===== config.mk =====
export PLATFORM = sky130hd
export DESIGN_NAME = rf_wb_arbiter
export DESIGN_NICKNAME = d
export VERILOG_FILES = /design/src/rtl/rf_wb_arbiter.sv
export SDC_FILE = /design/constraint.sdc
export NUM_CORES = 1
export LEC_CHECK = 0
export ABC_CLOCK_PERIOD_IN_PS = 1900
export CORE_MARGIN = 2
export CORE_UTILIZATION = 38
export DETAILED_ROUTE_END_ITERATION = 8
export GPL_TIMING_DRIVEN = 0
export HOLD_SLACK_MARGIN = 0.1
export MAX_ROUTING_LAYER = met4
export PLACE_DENSITY = 0.89
export SLEW_MARGIN = 20
export SYNTH_ARGS = -nofsm -noshare
export SYNTH_HDL_FRONTEND = slang
export SYNTH_SLANG_ARGS = --single-unit

===== constraint.sdc =====
create_clock -name clk_i -period 1.9 [get_ports clk_i]
set_clock_uncertainty 0.1 [all_clocks]
set_input_delay 0.38 -clock clk_i [delete_from_list [all_inputs] [get_ports clk_i]]
set_output_delay 0.38 -clock clk_i [all_outputs]
set_load 0.05 [all_outputs]

===== src/rtl/rf_wb_arbiter.sv =====
// Register-file writeback arbiter.
// Merges ALU and LSU writeback requests onto a single registered write port,
// using round-robin priority that only moves after a contested cycle. After
// reset it can optionally sweep x1..x31 with INIT_VALUE before arbitration
// is enabled.
module rf_wb_arbiter #(
  parameter bit          INIT_EN    = 1'b1,
  parameter logic [31:0] INIT_VALUE = 32'h0000_0000
) (
  input  logic        clk_i,
  input  logic        rst_i,
  input  logic        alu_valid_i,
  input  logic [4:0]  alu_addr_i,
  input  logic [31:0] alu_data_i,
  output logic        alu_ready_o,
  input  logic        lsu_valid_i,
  input  logic [4:0]  lsu_addr_i,
  input  logic [31:0] lsu_data_i,
  output logic        lsu_ready_o,
  output logic        rf_we_o,
  output logic [4:0]  rf_waddr_o,
  output logic [31:0] rf_wdata_o,
  output logic        init_done_o
);

  typedef enum logic [0:0] {
    ST_INIT = 1'b0,
    ST_RUN  = 1'b1
  } state_t;

  // Pointer encoding: 0 favours the ALU, 1 favours the LSU.
  localparam logic PTR_ALU = 1'b0;

  state_t      state_r, state_s;
  logic [4:0]  cnt_r, cnt_s;
  logic        ptr_r, ptr_s;
  logic        init_done_r;
  logic        rf_we_r, rf_we_s;
  logic [4:0]  rf_waddr_r, rf_waddr_s;
  logic [31:0] rf_wdata_r, rf_wdata_s;
  logic        alu_ready_s, lsu_ready_s, contested_s;

  // Grant logic: combinational on the valids and the pointer, and only once
  // the clear sweep is over (init_done_r), so no grant leaks into the
  // cycle that presents the final clear write.
  always_comb begin
    alu_ready_s = 1'b0;
    lsu_ready_s = 1'b0;
    contested_s = 1'b0;
    if (init_done_r) begin
      contested_s = alu_valid_i & lsu_valid_i;
      alu_ready_s = alu_valid_i & (~lsu_valid_i | (ptr_r == PTR_ALU));
      lsu_ready_s = lsu_valid_i & (~alu_valid_i | (ptr_r != PTR_ALU));
    end else begin
      alu_ready_s = 1'b0;
      lsu_ready_s = 1'b0;
      contested_s = 1'b0;
    end
  end

  // Next-state, clear counter, pointer and next write-port contents.
  always_comb begin
    state_s    = state_r;
    cnt_s      = cnt_r;
    ptr_s      = ptr_r;
    rf_we_s    = 1'b0;
    rf_waddr_s = rf_waddr_r;
    rf_wdata_s = rf_wdata_r;
    case (state_r)
      ST_INIT: begin
        rf_we_s    = 1'b1;
        rf_waddr_s = cnt_r;
        rf_wdata_s = INIT_VALUE;
        if (cnt_r == 5'd31) begin
          // Counter parks at 31; it never wraps back to x0.
          state_s = ST_RUN;
        end else begin
          cnt_s = cnt_r + 5'd1;
        end
      end
      ST_RUN: begin
        if (alu_ready_s) begin
          // Writes to x0 complete the handshake but never reach the file.
          rf_we_s    = (alu_addr_i != 5'd0);
          rf_waddr_s = alu_addr_i;
          rf_wdata_s = alu_data_i;
        end else if (lsu_ready_s) begin
          rf_we_s    = (lsu_addr_i != 5'd0);
          rf_waddr_s = lsu_addr_i;
          rf_wdata_s = lsu_data_i;
        end else begin
          rf_we_s = 1'b0;
        end
        // The winner of a contested cycle is always ptr_r, so toggling hands
        // priority to the loser; uncontested grants leave it alone.
        if (contested_s) begin
          ptr_s = ~ptr_r;
        end else begin
          ptr_s = ptr_r;
        end
      end
      default: begin
        state_s = ST_RUN;
        rf_we_s = 1'b0;
      end
    endcase
  end

  // State and output registers; synchronous reset wins over everything,
  // including a write that would otherwise be presented next cycle.
  always_ff @(posedge clk_i) begin
    if (rst_i) begin
      state_r     <= (INIT_EN == 1'b1) ? ST_INIT : ST_RUN;
      cnt_r       <= 5'd1;
      ptr_r       <= PTR_ALU;
      init_done_r <= 1'b0;
      rf_we_r     <= 1'b0;
      rf_waddr_r  <= 5'd0;
      rf_wdata_r  <= 32'h0000_0000;
    end else begin
      state_r     <= state_s;
      cnt_r       <= cnt_s;
      ptr_r       <= ptr_s;
      init_done_r <= (state_r == ST_RUN);
      rf_we_r     <= rf_we_s;
      rf_waddr_r  <= rf_waddr_s;
      rf_wdata_r  <= rf_wdata_s;
    end
  end

  assign alu_ready_o = alu_ready_s;
  assign lsu_ready_o = lsu_ready_s;
  assign rf_we_o     = rf_we_r;
  assign rf_waddr_o  = rf_waddr_r;
  assign rf_wdata_o  = rf_wdata_r;
  assign init_done_o = init_done_r;

endmodule

==> run_results.csv <==
group,metric,value,unit
clock_tree,clockBufferDepth,2,
timing,setup_viol,0,
worst_setup_path,end_kind,"output pin",
clock_tree,h-tree-depth,2,
clock_tree,cts_buffers,5,
finish,layoutNonFillerInstCount,405,
floorplanning,ioPinCount,119,
worst_setup_path,start_kind,"flip-flop",
grt,grt.met2_usage,36.5,%
detailed_routing,drt_iter0_drc,46,
pwr,p_clk_share,32.5,%
clock_tree,cts_num_sinks,46,
grt,grt_pass1_vias,2009,
pwr,pwr-share-seq,53.7,%
timing,min_period,1.82,ns
logic_synthesis,synth_edf_count,0,
floorplanning,dieHeight,77.1,microns
logic_synthesis,synth_cell_types,28,
finish,drive_above_1_share,9.85,%
finish,synthToLayoutAreaGrowth,66.1,%
pwr,intPower,0.00144,W
logic_synthesis,synth-async-reset-ratio,0,%
clock_tree,cts.reportedPaths.clkPinSlew,0.09,ns
pwr,worst_ir_drop_vdd,0.449,mV
grt,global_route.usage.met1,22.5,%
floorplanning,num_rows,26,
detailed_routing,drc,0,
detailed_routing,dr_total_vias,1971,
floorplanning,initial_core_util,39.5,%
grt,gr-usage-met3,4.24,%
place,post-place-cells,395,
grt,grt.busiest_layer,"met2",
finish,final_util,65.7,%
pwr,p_leak,1.70,nW
logic_synthesis,synthTopCellsByArea,"dfxtp_1, mux2i_1, nand2_1",
pwr,combPwrFrac,13.8,%
logic_synthesis,yosys.area.top_type,"dfxtp_1",
grt,grt_overflow_total,0,
worst_setup_path,cp.required,1.42,ns
worst_setup_path,reg2reg_depth,7,
detailed_routing,antenna_left,0,
logic_synthesis,ys.warnings.count,0,
worst_setup_path,path_max_fanout,5,
grt,grt_pass1_wl,9.55,mm
clock_tree,cts_root_buffer,"clkbuf_8",
logic_synthesis,synth_area_per_cell,9.77,sq um
place,dp_hpwl,4.63,mm
clock_tree,cts_tree,"yes",
detailed_routing,dr.pass1.iters,4,
floorplanning,core,5140,sq um
pwr,switching_power,0.000402,W
finish,mostFrequentLayoutCells,"clkdlybuf4s50_1, dfxtp_1, dlygate4sd2_1, mux2i_1, nand2_1",
grt,grt_usage,20.2,%
pwr,p_sw_share,21.8,%
timing,fmax,0.549,GHz
worst_setup_path,cp.arrival,1.34,ns
floorplanning,fp.dieArea,5950,sq um
grt,grt_max_degree,14,
worst_hold_path,min_path_cells,2,
logic_synthesis,ys_seq_area_share,45.3,%
pwr,p_per_area,547,nW/um^2
logic_synthesis,syn-instance-count,208,
logic_synthesis,ys.flop_type,"dfxtp_1",
logic_synthesis,yosysTopAreaCellShare,45.3,%
flow_run,cap_violations,0,
finish,antennaDiodeCount,0,
status,outcome,"finished clean",
timing,final_hold_viol_count,0,
logic_synthesis,synth_area,2030,sq um
timing,worstMarginPinSlew,0.536,ns
finish,layout_commonest_cell,"clkdlybuf4s50_1",
timing,maxSlewViolCount,0,
finish,nets,414,
logic_synthesis,ys_ff_latch,46,
grt,antenna_found_initial,0,
pwr,total_power,0.00185,W
detailed_routing,wire_per_inst,14.3,microns
worst_setup_path,crit_type,"flip-flop to output pin",
place,gp_congestion,0.769,
timing,slew-limit-headroom,64.4,%
timing,grt_setup_unrepaired,"false",
timing,min_period_over_period,95.8,%
detailed_routing,wirelength,5.80,mm
logic_synthesis,syn_nets,288,
floorplanning,die_w,77.1,microns
place,numPortBuffers,117,
detailed_routing,routed_via_density,4.87,
worst_hold_path,min-delay-path-class,"input port to flip-flop",
clock_tree,clock_latency,0.29,ns
Yosys cell counts, types with 2 or more instances:
cell type and instances:
nand4_1 2, xnor2_1 2, nor2b_4 2, dfxtp_1 46, inv_1 2, nor2_1 7
a21oi_1 4, ha_1 2, xor2_1 2, a22oi_1 5, clkbuf_2 3, mux2i_1 37
nand2_1 37, buf_8 6, o21ai_1 20, o21ai_0 19
worst paths after layout:
check,startpoint,slack (ns),end
worst max-delay path,init_done_o,0.08,lsu_ready_o
worst max register to register,cnt_r[0],0.18,cnt_r[3]
worst min-delay path,rst_i,0.24,rf_we_o
worst min register to register,rf_wdata_o[12],0.35,rf_wdata_o[12]
state kept, by name, indices dropped and copies added (netlist names):
signal / cells
rf_wdata_o: 32
rf_waddr_o: 5
init_done_o: 1
cnt_r: 5
state_r: 1
rf_we_o: 1
ptr_r: 1
routing by layer:
metal	vias to the layer above	share of wire, %
met4	0	1.2
li1	975	-
met5	-	0
met1	916	40
met3	8	5.6
met2	72	53
final cells by class:
type,instances,area [sq um]
sequential,46,922
inverter,2,7.51
timing repair buffer,119,1140
clock inverter,1,5.00
clock buffer,7,86.3
tap,70,87.6
buffer,12,149
multi-input combinational,148,976
fill,475,1770
worst max-delay path, stage by stage (launching register included):
cell	delay (ns)
dfxtp_2	0.40
nand2_1	0.08
a21oi_2	0.17
clkdlybuf4s15_2	0.40
logic make-up (layout without fill, tap and decap cells):
kind of cell               Yosys count  in the layout  share of synthesized area, %
and+or+nand+nor                     54             54                          12.3
AOI/OAI and AO/OA                   51             51                          13.7
DFF                                 46             46                          45.3
muxes                               37             37                          18.2
buffers and inverters               14            141                          7.45
xor gates and xnor gates             4              4                          1.72
adders and majority gates            2              2                          1.23
power by group through the flow:
stage	Sequential, W	Clock (W)	Combinational (W)
finish	0.000991	0.000600	0.000255
global route	0.000993	0.000650	0.000277
CTS	0.000991	0.000623	0.000258
detailed placement	0.00101	0	0.000260
global placement	0.00101	0	0.000253
floorplan	0.00103	0	0.0000507
through the flow:
step	worst slack (ns)	setup TNS, ns	hold slack, ns	cell area [sq um]
after detailed placement	-0.906	-2.27	0.340	3300
after global routing	0.0361	0	0.236	3370
after global placement	-0.898	-2.09	0.334	3300
after floorplan	0.0747	0	0.371	2040
after CTS	0.00959	0	0.233	3360
final	0.0797	0	0.240	3370
timing repair:
item | in CTS | in global routing
hold buffers | 0 | 0
setup buffers | 1 | 1
gates resized for setup | 53 | 2
setup endpoints to repair | 40 | 4
hold endpoints to repair | 0 | 0
(Power assumes the default switching activity.)
